File: src/rtl/mem_address_unit_pkg.sv
// Shared encodings and the alignment check for the memory address unit.
//   size_e  : access size encodings (reserved size behaves as word)
//   state_e : address unit FSM states
//   align_fault() : 1 when the low address bits violate the access size
package mem_address_unit_pkg;

    typedef enum logic [1:0] {
        SZ_BYTE = 2'b00,
        SZ_HALF = 2'b01,
        SZ_WORD = 2'b10,
        SZ_RSVD = 2'b11
    } size_e;

    typedef enum logic [1:0] {
        IDLE   = 2'b00,
        SINGLE = 2'b01,
        BURST  = 2'b10
    } state_e;

    // MIPS-style alignment: byte never faults, half needs bit 0 clear,
    // word (and reserved) needs both low bits clear.
    function automatic logic align_fault(input logic [1:0] addr_lo, input logic [1:0] size);
        logic fault;
        case (size)
            SZ_BYTE: fault = 1'b0;
            SZ_HALF: fault = addr_lo[0];
            default: fault = |addr_lo;
        endcase
        return fault;
    endfunction

endpackage

File: src/rtl/mem_address_unit_addr_src_select.sv
// Combinational NUM_SRC-way address source selector.
//   src_flat   : packed sources, source i at [i*WIDTH +: WIDTH]
//   addr_sel   : source index; out-of-range indices pick the last source
//   sel_addr_c : selected address (combinational)
module mem_address_unit_addr_src_select #(
    parameter int unsigned WIDTH   = 32,
    parameter int unsigned NUM_SRC = 5,
    parameter int unsigned SEL_W   = 3
) (
    input  logic [NUM_SRC*WIDTH-1:0] src_flat,
    input  logic [SEL_W-1:0]         addr_sel,
    output logic [WIDTH-1:0]         sel_addr_c
);

    // Last source (the ALU result) is the fallback for any unmatched index.
    always_comb begin
        sel_addr_c = src_flat[(NUM_SRC-1)*WIDTH +: WIDTH];
        for (int i = 0; i < int'(NUM_SRC) - 1; i++) begin
            if (addr_sel == SEL_W'(i)) begin
                sel_addr_c = src_flat[i*WIDTH +: WIDTH];
            end
        end
    end

endmodule

File: src/rtl/mem_address_unit.sv
// Memory address unit: selects an address source, captures it into the
// address register and drives single accesses or auto-incrementing bursts.
//   clk, reset        : clock and asynchronous active-high reset
//   src_flat/addr_sel : packed address sources and source index
//   size              : access size, sampled at capture
//   load/burst_start  : start a single access / a burst (burst wins)
//   burst_len         : beats per burst, 0 behaves as 1
//   mem_ready         : memory accepted the current beat
//   addr_out/addr_valid : registered address and request strobe
//   busy/done         : burst in progress / one-cycle end-of-burst pulse
//   misaligned        : alignment fault of the last captured address
module mem_address_unit
    import mem_address_unit_pkg::*;
#(
    parameter int unsigned WIDTH   = 32,
    parameter int unsigned NUM_SRC = 5,
    parameter int unsigned CNT_W   = 4,
    parameter int unsigned STEP    = 4,
    localparam int unsigned SEL_W  = (NUM_SRC > 1) ? $clog2(NUM_SRC) : 1
) (
    input  logic                     clk,
    input  logic                     reset,
    input  logic [NUM_SRC*WIDTH-1:0] src_flat,
    input  logic [SEL_W-1:0]         addr_sel,
    input  logic [1:0]               size,
    input  logic                     load,
    input  logic                     burst_start,
    input  logic [CNT_W-1:0]         burst_len,
    input  logic                     mem_ready,
    output logic [WIDTH-1:0]         addr_out,
    output logic                     addr_valid,
    output logic                     busy,
    output logic                     done,
    output logic                     misaligned
);

    state_e             state, state_d;
    logic [CNT_W-1:0]   remaining, remaining_d;
    logic [WIDTH-1:0]   addr_d;
    logic               valid_d, busy_d, done_d, mis_d;
    logic [WIDTH-1:0]   sel_addr_c;
    logic               fault_c;

    mem_address_unit_addr_src_select #(
        .WIDTH   (WIDTH),
        .NUM_SRC (NUM_SRC),
        .SEL_W   (SEL_W)
    ) u_sel (
        .src_flat   (src_flat),
        .addr_sel   (addr_sel),
        .sel_addr_c (sel_addr_c)
    );

    assign fault_c = align_fault(sel_addr_c[1:0], size);

    // State and output registers.
    always_ff @(posedge clk or posedge reset) begin
        if (reset) begin
            state      <= IDLE;
            remaining  <= '0;
            addr_out   <= '0;
            addr_valid <= 1'b0;
            busy       <= 1'b0;
            done       <= 1'b0;
            misaligned <= 1'b0;
        end else begin
            state      <= state_d;
            remaining  <= remaining_d;
            addr_out   <= addr_d;
            addr_valid <= valid_d;
            busy       <= busy_d;
            done       <= done_d;
            misaligned <= mis_d;
        end
    end

    // Next-state and next-output logic; everything holds unless changed.
    always_comb begin
        state_d     = state;
        remaining_d = remaining;
        addr_d      = addr_out;
        valid_d     = addr_valid;
        busy_d      = busy;
        done_d      = 1'b0;
        mis_d       = misaligned;

        case (state)
            IDLE: begin
                if (burst_start) begin
                    addr_d = sel_addr_c;
                    mis_d  = fault_c;
                    if (fault_c) begin
                        valid_d = 1'b0;
                        busy_d  = 1'b0;
                    end else begin
                        remaining_d = (burst_len == '0) ? '0 : burst_len - CNT_W'(1);
                        valid_d     = 1'b1;
                        busy_d      = 1'b1;
                        state_d     = BURST;
                    end
                end else if (load) begin
                    addr_d = sel_addr_c;
                    mis_d  = fault_c;
                    if (fault_c) begin
                        valid_d = 1'b0;
                    end else begin
                        valid_d = 1'b1;
                        state_d = SINGLE;
                    end
                end
            end

            SINGLE: begin
                if (mem_ready) begin
                    valid_d = 1'b0;
                    state_d = IDLE;
                end
            end

            BURST: begin
                if (mem_ready) begin
                    if (remaining != '0) begin
                        addr_d      = addr_out + WIDTH'(STEP);
                        remaining_d = remaining - CNT_W'(1);
                    end else begin
                        valid_d = 1'b0;
                        busy_d  = 1'b0;
                        done_d  = 1'b1;
                        state_d = IDLE;
                    end
                end
            end

            default: begin
                state_d = IDLE;
                valid_d = 1'b0;
                busy_d  = 1'b0;
            end
        endcase
    end

endmodule

File: config.mk
export PLATFORM = sky130hd
export DESIGN_NAME = mem_address_unit
export DESIGN_NICKNAME = d
export VERILOG_FILES = /design/src/rtl/mem_address_unit_pkg.sv /design/src/rtl/mem_address_unit_addr_src_select.sv /design/src/rtl/mem_address_unit.sv
export SDC_FILE = /design/constraint.sdc
export NUM_CORES = 1
export LEC_CHECK = 0
export CAP_MARGIN = 25
export CORE_ASPECT_RATIO = 0.9
export CORE_UTILIZATION = 44
export DETAILED_ROUTE_END_ITERATION = 12
export PLACE_DENSITY_LB_ADDON = 0.1
export SLEW_MARGIN = 20
export SYNTH_ARGS = -nofsm -noshare
export SYNTH_HDL_FRONTEND = slang
export SYNTH_HIERARCHICAL = 1
export SYNTH_SLANG_ARGS = --single-unit
export TNS_END_PERCENT = 50
File: constraint.sdc
create_clock -name clk -period 6.2 [get_ports clk]
set_input_delay 1.24 -clock clk [delete_from_list [all_inputs] [get_ports clk]]
set_output_delay 1.24 -clock clk [all_outputs]
set_load 0.1 [all_outputs]
# ---- Yosys cells after proc, flatten, opt, wreduce, memory -nomap -nowiden
# Index checks and enable logic that the tools add are counted.
dict set report totals {
  regBits 42
  latchBits 0
  ram_bits 0
  rom_bits 0
  out_inout_bits 36
  n_memories 0
}
dict set report op_classes {
  add_sub_neg 3
  n_mul 0
  div_mod_pow 0
  order_cmp 0
  n_eq_ne 13
  shift 0
  n_mux 38
  n_bitwise 1
  reduce_logical 14
}
# operator count
set op_table {}
lappend op_table {{$mux W32} 8}
lappend op_table {{$pmux W32 S2} 1}
lappend op_table {{$add A32 B3 Y32 const B} 1}
lappend op_table {{$mux W4} 5}
lappend op_table {{$mux W2} 7}
lappend op_table {{$mux W1} 12}
lappend op_table {{$ne A2 B2 Y1 const B} 6}
lappend op_table {{$reduce_and A4 Y1} 3}
lappend op_table {{$reduce_and A5 Y1} 2}
lappend op_table {{$pmux W4 S2} 1}
lappend op_table {{$sub A4 B1 Y4 const B} 2}
lappend op_table {{$eq A3 B2 Y1 const B} 2}
lappend op_table {{$pmux W1 S3} 2}
lappend op_table {{$pmux W2 S3} 1}
lappend op_table {{$eq A2 B1 Y1 const B} 2}
lappend op_table {{$logic_not A2 Y1} 2}
lappend op_table {{$logic_not A4 Y1} 1}
lappend op_table {{$reduce_bool A2 Y1} 2}
lappend op_table {{$reduce_bool A4 Y1} 1}
lappend op_table {{$eq A3 B1 Y1 const B} 1}
lappend op_table {{$logic_not A3 Y1} 1}
lappend op_table {{$ne A3 B3 Y1 const B} 1}
lappend op_table {{$eq A2 B2 Y1 const B} 1}
lappend op_table {{$pmux W1 S2} 1}
lappend op_table {{3 further kinds} 3}

# ---- Longest topological paths before layout
# Gate-level depths: netlist of the first run.
dict set report depth {
  ltp_word 11
  mapped_depth 10
}

# ---- Hierarchy
# The synthesis of the first run kept the hierarchy.
# module n_inst cells_per_inst area_per_inst_um2 seq_area_each_um2
set modules_own_cells {}
lappend modules_own_cells {mem_address_unit 1 329 2705.1 1051.0}
lappend modules_own_cells {mem_address_unit_addr_src_select 1 226 1393.8 0.0}

# ---- Worst setup path after synthesis of the first run
# Ideal clock, no wire load.
dict set report synth_path {
  path_type {input to register}
  start {input port addr_sel[0]}
  end {register state[0]}
  setup_time_ps 78
  arrival_ps 2883
  setup_slack_ps 3239
  path_stages 9
  path_cell_list {buf_4 and2_2 buf_2 o21ai_0 a31oi_1 a21oi_1 nor2_1 or4_1 a21oi_1}
}
dict set report synth_between {
  elab_chain_len 9
  word_cells_on_any_way 12
  cone_classes {4 x eq/ne; 5 x mux; 3 x reduce/logical}
}
# element line
set synth_lines {}
lappend synth_lines {{start, declared} mem_address_unit.sv:24} ;# input logic [SEL_W-1:0] addr_sel,
lappend synth_lines {{$logic_not A3 Y1} mem_address_unit_addr_src_select.sv:19} ;# if (addr_sel == SEL_W'(i)) begin
lappend synth_lines {{$mux W32 (3 in a row)} mem_address_unit_addr_src_select.sv:19}
lappend synth_lines {{$mux W32 *} mem_address_unit_addr_src_select.sv:19}
lappend synth_lines {{via sel_addr_c[1]} mem_address_unit.sv:41} ;# logic [WIDTH-1:0] sel_addr_c;
lappend synth_lines {{$reduce_or A2 Y1 *} mem_address_unit_pkg.sv:27} ;# default: fault = |addr_lo;
lappend synth_lines {{$pmux W1 S2 *} mem_address_unit_pkg.sv:24} ;# case (size)
lappend synth_lines {{$ne A2 B2 Y1 (no line) *} n/a}
lappend synth_lines {{$reduce_and A5 Y1 (no line) *} n/a}
lappend synth_lines {{end signal, assigned} mem_address_unit.sv:67} ;# state <= state_d;
lappend synth_lines {{end, declared} mem_address_unit.sv:37} ;# state_e state, state_d;
# The timed path passes the listed nets; every way through them passes the cells marked *.
# A chain may end at the register's enable or synchronous reset.

# ---- Worst setup path after layout of the first run
dict set report layout_path {
  start {input port addr_sel[0]}
  end {register remaining[2]}
}
dict set report layout_between {
  elab_chain_len 9
  word_cells_on_any_way 12
  cone_classes {4 x eq/ne; 5 x mux; 3 x reduce/logical}
}
# element line
set layout_lines {}
lappend layout_lines {{$logic_not A3 Y1} mem_address_unit_addr_src_select.sv:19}
lappend layout_lines {{$mux W32 (3 in a row)} mem_address_unit_addr_src_select.sv:19}
lappend layout_lines {{$mux W32 *} mem_address_unit_addr_src_select.sv:19}
lappend layout_lines {{via sel_addr_c[1]} mem_address_unit.sv:41}
lappend layout_lines {{$reduce_or A2 Y1 *} mem_address_unit_pkg.sv:27}
lappend layout_lines {{$pmux W1 S2 *} mem_address_unit_pkg.sv:24}
lappend layout_lines {{$ne A2 B2 Y1 (no line) *} n/a}
lappend layout_lines {{$reduce_and A5 Y1 (no line) *} n/a}
lappend layout_lines {{end signal, assigned} mem_address_unit.sv:68} ;# remaining <= remaining_d;
lappend layout_lines {{end, declared} mem_address_unit.sv:38} ;# logic [CNT_W-1:0] remaining, remaining_d;
# Marked as above.

==> results by group, run 1 <==
Cells and area
  – # nets final: 908
  – Ratio of cells with drive above 1 in the final layout: 0.05593
  – Total inserted antenna cells: 0
  – Area delta synth->final: 53.33%

Yosys
  – Post-Synth Adder-Cell Area: 0.006105
  – EDFF count, synth: 0
  – Synthesized Nets: roughly 730
  – Largest cells by area after synthesis: dfrtp_1, nor2_1, a31oi_1, nand3_1, nor2b_1
  – Synth warn: 6
  – Mux cell area share after synthesis: 0.01038
  – Synth area leader: dfrtp_1
  – Compound-Gate Fraction of Synth Area: 0.3465
  – Top-area cell type share of the netlist area: 0.2564
  – Syn Area/Cell: 7.385 sq um
  – Main combinational cell family by area after synthesis: compound AO/OA/AOI/OAI gates
  – Gate Count Post-Synth: 555
  – Simple-Gate Fraction of Synth Area: 0.3132
  – Asr flop ratio synth: 1.000
  – Sequential share of the synthesized area: 0.2564
  – Post-synth cell types: 65
  – Yosys reg bits: 42
  – Top FF cell, synth: dfrtp_1
  – Mapped Area: 4099 sq um
  – XOR/XNOR Fraction of Synth Area: 0

STA
  – Setup TNS: 0 ns
  – Final Hold Viols: 0
  – Max Transition Viols Final: 0
  – Min Tclk post-route: 3.824 ns
  – RSZ-0062 raised after global routing: false
  – Max_slew headroom: 0.2907
  – Fmax: 261.5 MHz
  – Tcrit/Tclk final: 0.6167
  – Worst slew pin tran: 1.061 ns
  – Clock skew: 0.01021 ns
  – Final Setup Violations: 0

Global routing
  – Number of global-route vias before repair: about 5000
  – Gr ovfl total: 0
  – Initial antenna violation count: 0
  – Total GRT Usage: 0.3349
  – Global-route wire length before repair: around 26 mm
  – Largest net degree at the start of global routing: 68

Clock network
  – CTS buffer count: 5
  – Number of H-tree levels: 2
  – CTS tree: yes
  – # resized after CTS: 0
  – Worst-path clk slew: 0.08 ns
  – # Post-CTS Setup Buffers: 0
  – Worst-Skew Late Latency: 0.30 ns
  – CTS Sinks: 42
  – Clock Tree Root: clkbuf_8
  – Post-CTS Hold Fix Bufs: 0
  – Maximum buffer depth of the clock tree: 2

Routing
  – Iter 0 DRT Violations: 526
  – DR WL/cell: ~19 microns
  – Vias: 5307
  – DRT Pass-1 Iters: 5
  – Vias per cell: 6.207
  – DRC Markers: 0
  – Antenna viol nets, final: 0
  – Final wirelength: about 16 mm

Critical path
  – Reg2Reg Setup Slack: 3.30 ns
  – Worst path required time: 6.36 ns
  – Worst Path Max Fanout: 36
  – Critical Path Source Type: input port
  – Crit path kind: in2reg
  – R2R cell count: 5
  – R2R Path Start: state[1]
  – R2R Path End: addr_out[21]
  – CP startpoint: addr_sel[0]
  – Data arrival, critical path: 3.98 ns
  – Setup crit end kind: flip-flop

Min path
  – Hold Crit Depth: 2
  – HP Start: misaligned
  – Worst min-delay path class: reg2reg
  – WHS Endpoint: misaligned

Floorplan
  – Die outline height: just over 90 microns
  – CORE AREA: 9084 sq um
  – Die W: 103.7 microns
  – # IOs: 210
  – Number of placement rows: 33
  – Initial Utilization: 0.4512
  – DIE AREA: 9706 sq um

Run
  – Max-Cap Viols: 0

Placement
  – Number of buffers added on ports: 209
  – Detailed placer's ending HPWL: 12.33 mm
  – Final GP Congestion: about 0.95

Status
  – Status: finished clean

Power and ir drop
  – Lkg Pwr: 2.303 nW
  – VDD IR max: between 600 and 700 uV
  – Power density over cell area: 427.0 nW/um^2
  – Total power: between 2 and 3 mW
## cell type report
class / instances / area [sq um]
fillers: 750 / 2799
multi-input cells: 458 / 2779
repair buffers: 218 / 2170
flip-flops and latches: 42 / 1051
well taps: 122 / 152.6
clock buffers: 7 / 76.32
clock inverters: 1 / 30.03
inverters: 7 / 26.28
## synthesized netlist by cell type (all sizes together), types with 2 or more instances
| cell | n |
|---|---|
| and3 | 9 |
| nand3 | 49 |
| o211ai | 3 |
| o31ai | 3 |
| o22ai | 7 |
| a2bb2oi | 2 |
| a311oi | 2 |
| or2 | 2 |
| o221ai | 33 |
| nor3 | 15 |
| mux2 | 2 |
| nand4 | 8 |
| a21oi | 33 |
| and4 | 2 |
| nand3b | 2 |
| o21ai | 49 |
| or4 | 2 |
| ha | 2 |
| a41oi | 2 |
| nor2 | 73 |
| a31oi | 40 |
| nand2b | 3 |
| nor2b | 33 |
| a211oi | 4 |
| nor4 | 4 |
| inv | 7 |
| a32oi | 2 |
| or4b | 3 |
| and2 | 5 |
| dfrtp | 42 |
| clkbuf | 18 |
| nand2 | 35 |
| o22a | 8 |
| o21a | 5 |
| mux2i | 2 |
| buf | 30 |
## critical path, stage by stage
cell,delay (ns)
clkdlybuf4s50_1,0.45
buf_4,0.37
and2_2,0.57
o21ai_0,0.14
a31oi_1,0.28
a21oi_1,0.19
o211ai_1,0.37
a21oi_1,0.07
a21oi_1,0.14
o221ai_1,0.12
## worst max-delay path by stage
stage / slack, ns / endpoint
CTS: 2.00 / state[0]
global route: 2.07 / remaining[2]
finish: 2.38 / remaining[2]
floorplan: 3.24 / state[0]
detailed placement: 1.69 / state[0]
global placement: 1.79 / state[0]
## cells in the final DEF, fill, tap and decap left out, types with 3 or more instances in the layout
cell type        synthesis  routed
nand3_1                 49      49
inv_1                    7       7
o221ai_1                23      23
o31ai_1                  3       3
nor2_1                  72      72
buf_4                    1       8
o22a_1                   8       8
a21oi_1                 33      33
nand4_1                  7       7
o21a_1                   5       5
a31oi_1                 40      40
and3_1                   9       9
o21ai_0                 35      35
and2_1                   4       4
nor3_1                  12      12
clkbuf_8                 0       5
a211oi_1                 4       4
dfrtp_1                 42      42
o22ai_1                  7       7
o221ai_2                10      10
o21ai_1                 14      14
nand2_1                 35      35
nor2b_1                 33      32
nor3_2                   3       3
clkdlybuf4s50_1          0     207
## logic make-up after synthesis
family	after synthesis
and+or+nand+nor	248
DFF	42
muxes	4
buffers and inverters	55
AOI/OAI and AO/OA	204
adders and majority gates	2
## where the power goes
group	switching [mW]	internal (mW)
clock network	0.100	0.121
registers	0.180	0.396
logic	1.33	0.554
total	1.61	1.07
## flip-flops by register name (all words and copies together) (netlist names)
| signal | cells |
|---|---|
| addr_out | 32 |
| remaining | 4 |
| state | 2 |
| addr_valid | 1 |
| busy | 1 |
| done | 1 |
| misaligned | 1 |
## per-layer routing
layer	share of wire	global-route usage	vias up
met5	0	0	-
met1	0.41	0.4304	2469
met2	0.47	0.5554	303
li1	-	-	2475
met3	0.075	0.04878	60
met4	0.050	0.1643	0
## stage by stage
| step | cells | utilization | area [sq um] | hold slack [ns] | worst slack [ns] |
|---|---|---|---|---|---|
| after floorplan | 555 | - | 4099 | 0.5229 | 3.239 |
| after global routing | 855 | 0.6919 | 6285 | 0.5057 | 2.070 |
| after CTS | 854 | 0.6894 | 6262 | 0.4932 | 1.998 |
| after detailed placement | 846 | 0.6777 | 6156 | 0.4725 | 1.695 |
| after global placement | 846 | 0.6777 | 6156 | 0.4634 | 1.789 |
| final | 855 | 0.6919 | 6285 | 0.4881 | 2.376 |
Note: power is estimated with default switching activity, not from simulation.
==> inputs of run 2 (changes only) <==
CORE_UTILIZATION = 41   (was 44)
clock period = 3.8 ns   (was 6.2 ns; I/O delays follow)
==> run 2 against run 1 <==
  * Global-route usage fell by 1.3 points
  * Register-to-register slack got worse by 2.1 ns
  * Critical path depth fell by 1
  * Sequential share of layout area fell by 0.12 points
  * First-iteration DRC count rose by 4.0%
  * Total power rose by 61%
  * Combinational power rose by 62%
  * Critical path type unchanged
  * Largest power group unchanged
==> results by group, run 2 (synthesized netlist as in run 1, its figures left out) <==
Status
  – Status: finished clean

Clock network
  – Maximum buffer depth of the clock tree: 2 (unchanged)
  – # Post-CTS Setup Buffers: 0 (unchanged)
  – # resized after CTS: 0 (unchanged)
  – CTS tree: yes
  – Number of H-tree levels: 2 (unchanged)
  – CTS buffer count: 5 (unchanged)
  – Clock Tree Root: clkbuf_8
  – Post-CTS Hold Fix Bufs: 0 (unchanged)
  – Worst-path clk slew: 0.10 ns (+0.02 ns)
  – CTS Sinks: 42 (unchanged)
  – Worst-Skew Late Latency: 0.31 ns (about the same)

Placement
  – Detailed placer's ending HPWL: 12.98 mm (+5.3%)
  – Dpl ws: 0.3853 ns (-1.309 ns)
  – Number of buffers added on ports: 209 (unchanged)
  – Placed cells: 860 (+1.7%)
  – Final GP Congestion: 0.9451 (-0.98%)
  – Dpl cell area: 6233 sq um (+1.3%)

STA
  – RSZ-0062 raised after global routing: false
  – Final Hold Viols: 0 (unchanged)
  – Min Tclk post-route: 3.133 ns
  – Tcrit/Tclk final: 0.8244
  – Max_slew headroom: 0.3156 (+0.02494)
  – Worst slew pin tran: 1.023 ns (-0.03730 ns)
  – Max Transition Viols Final: 0 (unchanged)
  – Post-route worst setup slack: 0.6675 ns (-1.709 ns)
  – Clock skew: 0.01247 ns (+0.002253 ns)
  – Fmax: 319.2 MHz
  – Setup TNS: 0 ns (unchanged)
  – Hold Worst Slack: 0.5050 ns (+0.01695 ns)
  – Final Setup Violations: 0 (unchanged)

Global routing
  – Initial antenna violation count: 0 (unchanged)
  – Number of global-route vias before repair: 5182 (+3.2%)
  – Largest net degree at the start of global routing: 43 (-37%)
  – Global-route wire length before repair: 26.33 mm (+2.3%)
  – Total GRT Usage: 0.3218 (-0.01307)
  – Gr ovfl total: 0 (unchanged)

Cells and area
  – Commonest non-fill, non-tap cells in the layout: clkdlybuf4s50_1, nor2_1, nand3_1
  – # nets final: 917 (+0.99%)
  – Total inserted antenna cells: 0 (unchanged)
  – Finished Layout Cells: 868 (+1.5%)
  – Largest regs: addr_out: 32 flops, remaining: 4 flops, state: 2 flops
  – Max reg flops: 32 (unchanged)
  – Post-layout instance area: 6329 sq um (+0.70%)
  – Commonest non-fill, non-tap cell in the layout: clkdlybuf4s50_1
  – Largest Register: addr_out
  – Area delta synth->final: 54.40%
  – Ratio of cells with drive above 1 in the final layout: 0.07008 (+0.01415)
  – Utilization after layout: 0.6525 (-0.03940)

Power and ir drop
  – Int Pwr: 1.689 mW (+58%)
  – Sequential fraction of design power: 0.218 (+0.003)
  – Combinational power share: 0.708 (+0.005)
  – VDD IR max: 973.9 uV (+61%)
  – NetSw: 2.644 mW (+64%)
  – Power density over cell area: 684.6 nW/um^2 (+60%)
  – Clock share of power: 0.074 (-0.008)
  – Lkg Pwr: 2.332 nW (+1.2%)
  – Switching Fraction: 0.6103 (+0.009272)
  – Total power: 4.333 mW (+61%)

Critical path
  – Worst path bufs/invs: 1 (-1)
  – R2R Path Start: state[1]
  – Data arrival, critical path: 3.31 ns (-0.67 ns)
  – Slowest cell delay on critical path: 0.68 ns (+0.11 ns)
  – Reg2Reg Setup Slack: 1.18 ns (-2.12 ns)
  – Critical Path Source Type: input port
  – R2R cell count: 6 (+1)
  – R2R Path End: addr_out[27]
  – Setup crit end kind: flip-flop
  – CP top delay family: compound AO/OA/AOI/OAI gates
  – Crit path kind: in2reg
  – Worst Path Max Fanout: 12 (-67%)
  – Worst path required time: 3.97 ns (-2.39 ns)
  – Slowest-stage cell, CP: clkdlybuf4s50_1
  – CP most frequent cell: a21oi_1
  – CP startpoint: addr_sel[0]
  – CP Cell Sequence: clkdlybuf4s50_1 -> nor2_2 -> nand3_1 -> a31oi_1 -> a21oi_1 -> o211ai_1 -> a21oi_1 -> a21oi_1 -> o221ai_1

Floorplan
  – Number of placement rows: 34 (+3.0%)
  – CORE AREA: 9699 sq um (+6.8%)
  – Die W: 107.4 microns (+3.5%)
  – Initial Utilization: 0.4226 (-0.02864)
  – Die outline height: 96.86 microns (+3.5%)
  – # IOs: 210 (unchanged)
  – DIE AREA: 10400 sq um (+7.2%)

Min path
  – Worst min-delay path class: reg2reg
  – WHS Endpoint: addr_valid
  – HP Start: addr_valid
  – Hold Crit Depth: 2 (unchanged)

Routing
  – DRC Markers: 0 (unchanged)
  – DRT Pass-1 Iters: 5 (unchanged)
  – Antenna viol nets, final: 0 (unchanged)
  – Final wirelength: 16.86 mm (+2.9%)
  – Vias per cell: 6.222 (+0.25%)
  – Iter 0 DRT Violations: 547 (+4.0%)
  – Vias: 5401 (+1.8%)
  – DR WL/cell: 19.42 microns (+1.3%)

Run
  – Max-Cap Viols: 0 (unchanged)
==> run 2: cell count changes in the layout (fill, tap and decap cells not counted), sizes merged <==
cell,previous run,this run
clkbuf,7,6
bufinv,1,0
clkinvlp,0,1
buf,11,20
clkinv,0,1
==> run 2: layout make-up <==
type | instances | area [sq um]
clock buffer | 6 | 82.58
clock inverter | 2 | 12.51
fill | 888 | 3371
inverter | 7 | 26.28
multi-input combinational | 458 | 2779
sequential | 42 | 1051
tap | 126 | 157.7
timing repair buffer | 227 | 2220
==> run 2: worst max path at each step <==
stage	to	depth (start not counted)
2_1_floorplan	addr_out[18]	6
3_3_place_gp	state[0]	8
4_1_cts	remaining[2]	9
3_5_place_dp	remaining[2]	9
5_1_grt	remaining[2]	9
6_report	remaining[2]	9
==> run 2: power groups by stage <==
stage,clock network [mW],registers (mW),logic [mW]
final,0.319,0.945,3.07
after global routing,0.339,0.982,3.23
after CTS,0.316,0.937,3.05
after detailed placement,0,0.943,3.04
after global placement,0,0.927,2.99
after floorplan,0,2.09,1.01
==> run 2: worst min-delay path: cells and delay by family (launching register included) <==
family / cells / cell delay [ns]
AOI/OAI and AO/OA: 1 / 0.05
DFF: 1 / 0.37
and+or+nand+nor: 1 / 0.05
==> run 2: per-layer routing <==
layer | vias to the layer above | GRT usage | part of all wire
met5 | - | 0 | 0
met4 | 0 | 0.1517 | 0.047
met3 | 68 | 0.05728 | 0.088
met2 | 333 | 0.5315 | 0.47
met1 | 2513 | 0.4039 | 0.39
li1 | 2487 | - | -
==> inputs of run 3 (changes only) <==
clock period = 3 ns   (was 3.8 ns; I/O delays follow)
==> run 3 against run 2 <==
  * Sequential share of layout area rose by 0.11 points
  * Non-clock buffer count is 2 higher
  * Clock skew shrank 0.0079 ns
  * Design area shrank 0.67%
==> results by group, run 3 (synthesized netlist as in run 1, its figures left out) <==
Min path
  – Hold Crit Depth: 2 (unchanged)
  – WHS Endpoint: addr_valid
  – HP Start: addr_valid
  – Worst min-delay path class: reg2reg

Clock network
  – Number of H-tree levels: 2 (unchanged)
  – Maximum buffer depth of the clock tree: 2 (unchanged)
  – CTS buffer count: 5 (unchanged)
  – CTS Sinks: 42 (unchanged)
  – Worst-Skew Late Latency: 0.30 ns (about the same)
  – Worst-path clk slew: 0.08 ns (-0.02 ns)
  – Post-CTS Hold Fix Bufs: 0 (unchanged)
  – Clock Tree Root: clkbuf_8
  – CTS tree: yes
  – # resized after CTS: 0 (unchanged)
  – # Post-CTS Setup Buffers: 0 (unchanged)

Floorplan
  – Die W: 107.4 microns (unchanged)
  – Number of placement rows: 34 (unchanged)
  – DIE AREA: 10400 sq um (unchanged)
  – # IOs: 210 (unchanged)
  – Initial Utilization: 0.4226 (unchanged)
  – CORE AREA: 9699 sq um (unchanged)
  – Die outline height: 96.86 microns (unchanged)

Critical path
  – R2R Path Start: remaining[0]
  – R2R Path End: addr_out[21]
  – R2R cell count: 8 (+2)
  – Critical Path Source Type: input port
  – Crit path kind: in2reg
  – CP top delay family: simple AND/OR/NAND/NOR gates
  – Reg2Reg Setup Slack: 0.73 ns (-0.45 ns)
  – Slowest-stage cell, CP: clkdlybuf4s50_1
  – Worst path required time: 3.23 ns (-0.74 ns)
  – Data arrival, critical path: 2.89 ns (-0.42 ns)
  – Worst path bufs/invs: 2 (+1)
  – Setup crit end kind: flip-flop
  – CP Cell Sequence: clkdlybuf4s50_1 -> buf_12 -> and2_2 -> o21ai_0 -> a31oi_1 -> a21oi_1 -> nor2_1 -> or4_1 -> a21oi_1
  – CP most frequent cell: a21oi_1
  – Slowest cell delay on critical path: 0.48 ns (-0.20 ns)
  – Worst Path Max Fanout: 23 (+11)

STA
  – Fmax: 376.6 MHz
  – Worst slew pin tran: 0.6914 ns (-0.3320 ns)
  – Max_slew headroom: 0.5391 (+0.2234)
  – Setup TNS: 0 ns (unchanged)
  – Final Hold Viols: 0 (unchanged)
  – Final Setup Violations: 0 (unchanged)
  – Clock skew: 0.004525 ns (-0.007942 ns)
  – RSZ-0062 raised after global routing: false
  – Max Transition Viols Final: 0 (unchanged)
  – Min Tclk post-route: roughly 2.7 ns
  – Post-route worst setup slack: 0.3443 ns (-0.3231 ns)
  – Tcrit/Tclk final: 0.8852

Cells and area
  – Layout filler cell count: 854 (-3.8%)
  – Ratio of cells with drive above 1 in the final layout: 0.1184 (+0.04836)
  – Max reg flops: 32 (unchanged)
  – Multi-input logic area: 2779 sq um (unchanged)
  – Largest regs: addr_out: 32 flops, remaining: 4 flops, state: 2 flops
  – Largest Register: addr_out
  – Storage element area: 1051 sq um (unchanged)
  – Area delta synth->final: 53.36%
  – Commonest non-fill, non-tap cell in the layout: clkdlybuf4s50_1
  – Commonest non-fill, non-tap cells in the layout: clkdlybuf4s50_1, nor2_1, buf_4
  – Total inserted antenna cells: 0 (unchanged)
  – # nets final: 919 (+0.22%)

Placement
  – Detailed placer's ending HPWL: 12.83 mm (-1.2%)
  – Number of buffers added on ports: 209 (unchanged)
  – Dpl ws: 0.06917 ns (-0.3162 ns)
  – Final GP Congestion: 0.9616 (+1.7%)

Power and ir drop
  – Power density over cell area: 873.9 nW/um^2 (+28%)
  – Lkg Pwr: 2.387 nW (+2.4%)
  – VDD IR max: 1197 uV (+23%)

Global routing
  – Global-route wire length before repair: 25.45 mm (-3.3%)
  – Number of global-route vias before repair: 5046 (-2.6%)
  – Largest net degree at the start of global routing: 43 (unchanged)
  – Initial antenna violation count: 0 (unchanged)
  – Total GRT Usage: 0.3149 (-0.006931)
  – Gr ovfl total: 0 (unchanged)

Routing
  – DRT Pass-1 Iters: 6 (+1)
  – Vias per cell: 6.138 (-1.4%)
  – Iter 0 DRT Violations: 596 (+9.0%)
  – DR WL/cell: 19.26 microns (-0.84%)
  – Final wirelength: 16.73 mm (-0.73%)
  – DRC Markers: 0 (unchanged)
  – Antenna viol nets, final: 0 (unchanged)
  – Vias: 5334 (-1.2%)

Status
  – Status: finished clean

Run
  – Max-Cap Viols: 0 (unchanged)
## run 3: cell types whose count changed in the layout (fill, tap and decap cells not counted)
cell and change:
buf_12 +1, clkinvlp_4 -1, clkdlybuf4s50_1 -35, bufinv_16 +1, buf_4 +36, clkinv_2 -1
## run 3: worst max-delay path by stage
stage           startpoint      endpoint  slack (ns)  cells past startpoint
2_1_floorplan  addr_out[2]  addr_out[18]        0.32                      6
3_3_place_gp   addr_sel[0]      state[0]        0.12                      9
3_5_place_dp   addr_sel[0]      state[0]        0.07                      9
4_1_cts        addr_sel[0]      state[0]        0.37                      9
5_1_grt        addr_sel[0]  remaining[3]        0.21                     10
6_report       addr_sel[0]      state[0]        0.34                      9
## run 3: through the flow
stage	std cells	hold WS (ns)	instance area, sq um	power [mW]	util
after detailed placement	862	0.4817	6173	4.971	0.6365
final	869	0.5072	6286	5.493	0.6481
after global routing	869	0.5454	6286	5.757	0.6481
after floorplan	555	0.5229	4099	3.932	-
after global placement	862	0.4788	6173	4.890	0.6365
after CTS	869	0.5139	6286	5.458	0.6481
## run 3: worst min-delay path, stage by stage, from the launching register on
cell     delay, ns
dfrtp_1       0.37
nand2_1       0.05
o41ai_1       0.05
## run 3: where the power goes
part,internal (mW),leakage (nW),switching (mW)
registers,0.819,0.487,0.383
logic,1.06,1.84,2.75
clock network,0.267,0.0573,0.215
total,2.15,2.39,3.34
## run 3: final cells by class
type | count | area share
multi-input cells | 458 | 0.4421
flip-flops and latches | 42 | 0.1672
inverters | 7 | 0.004180
repair buffers | 229 | 0.3436
clock inverters | 1 | 0.004777
clock buffers | 6 | 0.01314
well taps | 126 | 0.02508
## run 3: routing by layer
layer  vias to the layer above  wire [microns]  GRT usage
met1                      2472            6568     0.3896
met4                         0             743     0.1517
met2                       315            7962     0.5251
met3                        53            1459    0.05593
met5                         -               0          0
li1                       2494               -          -
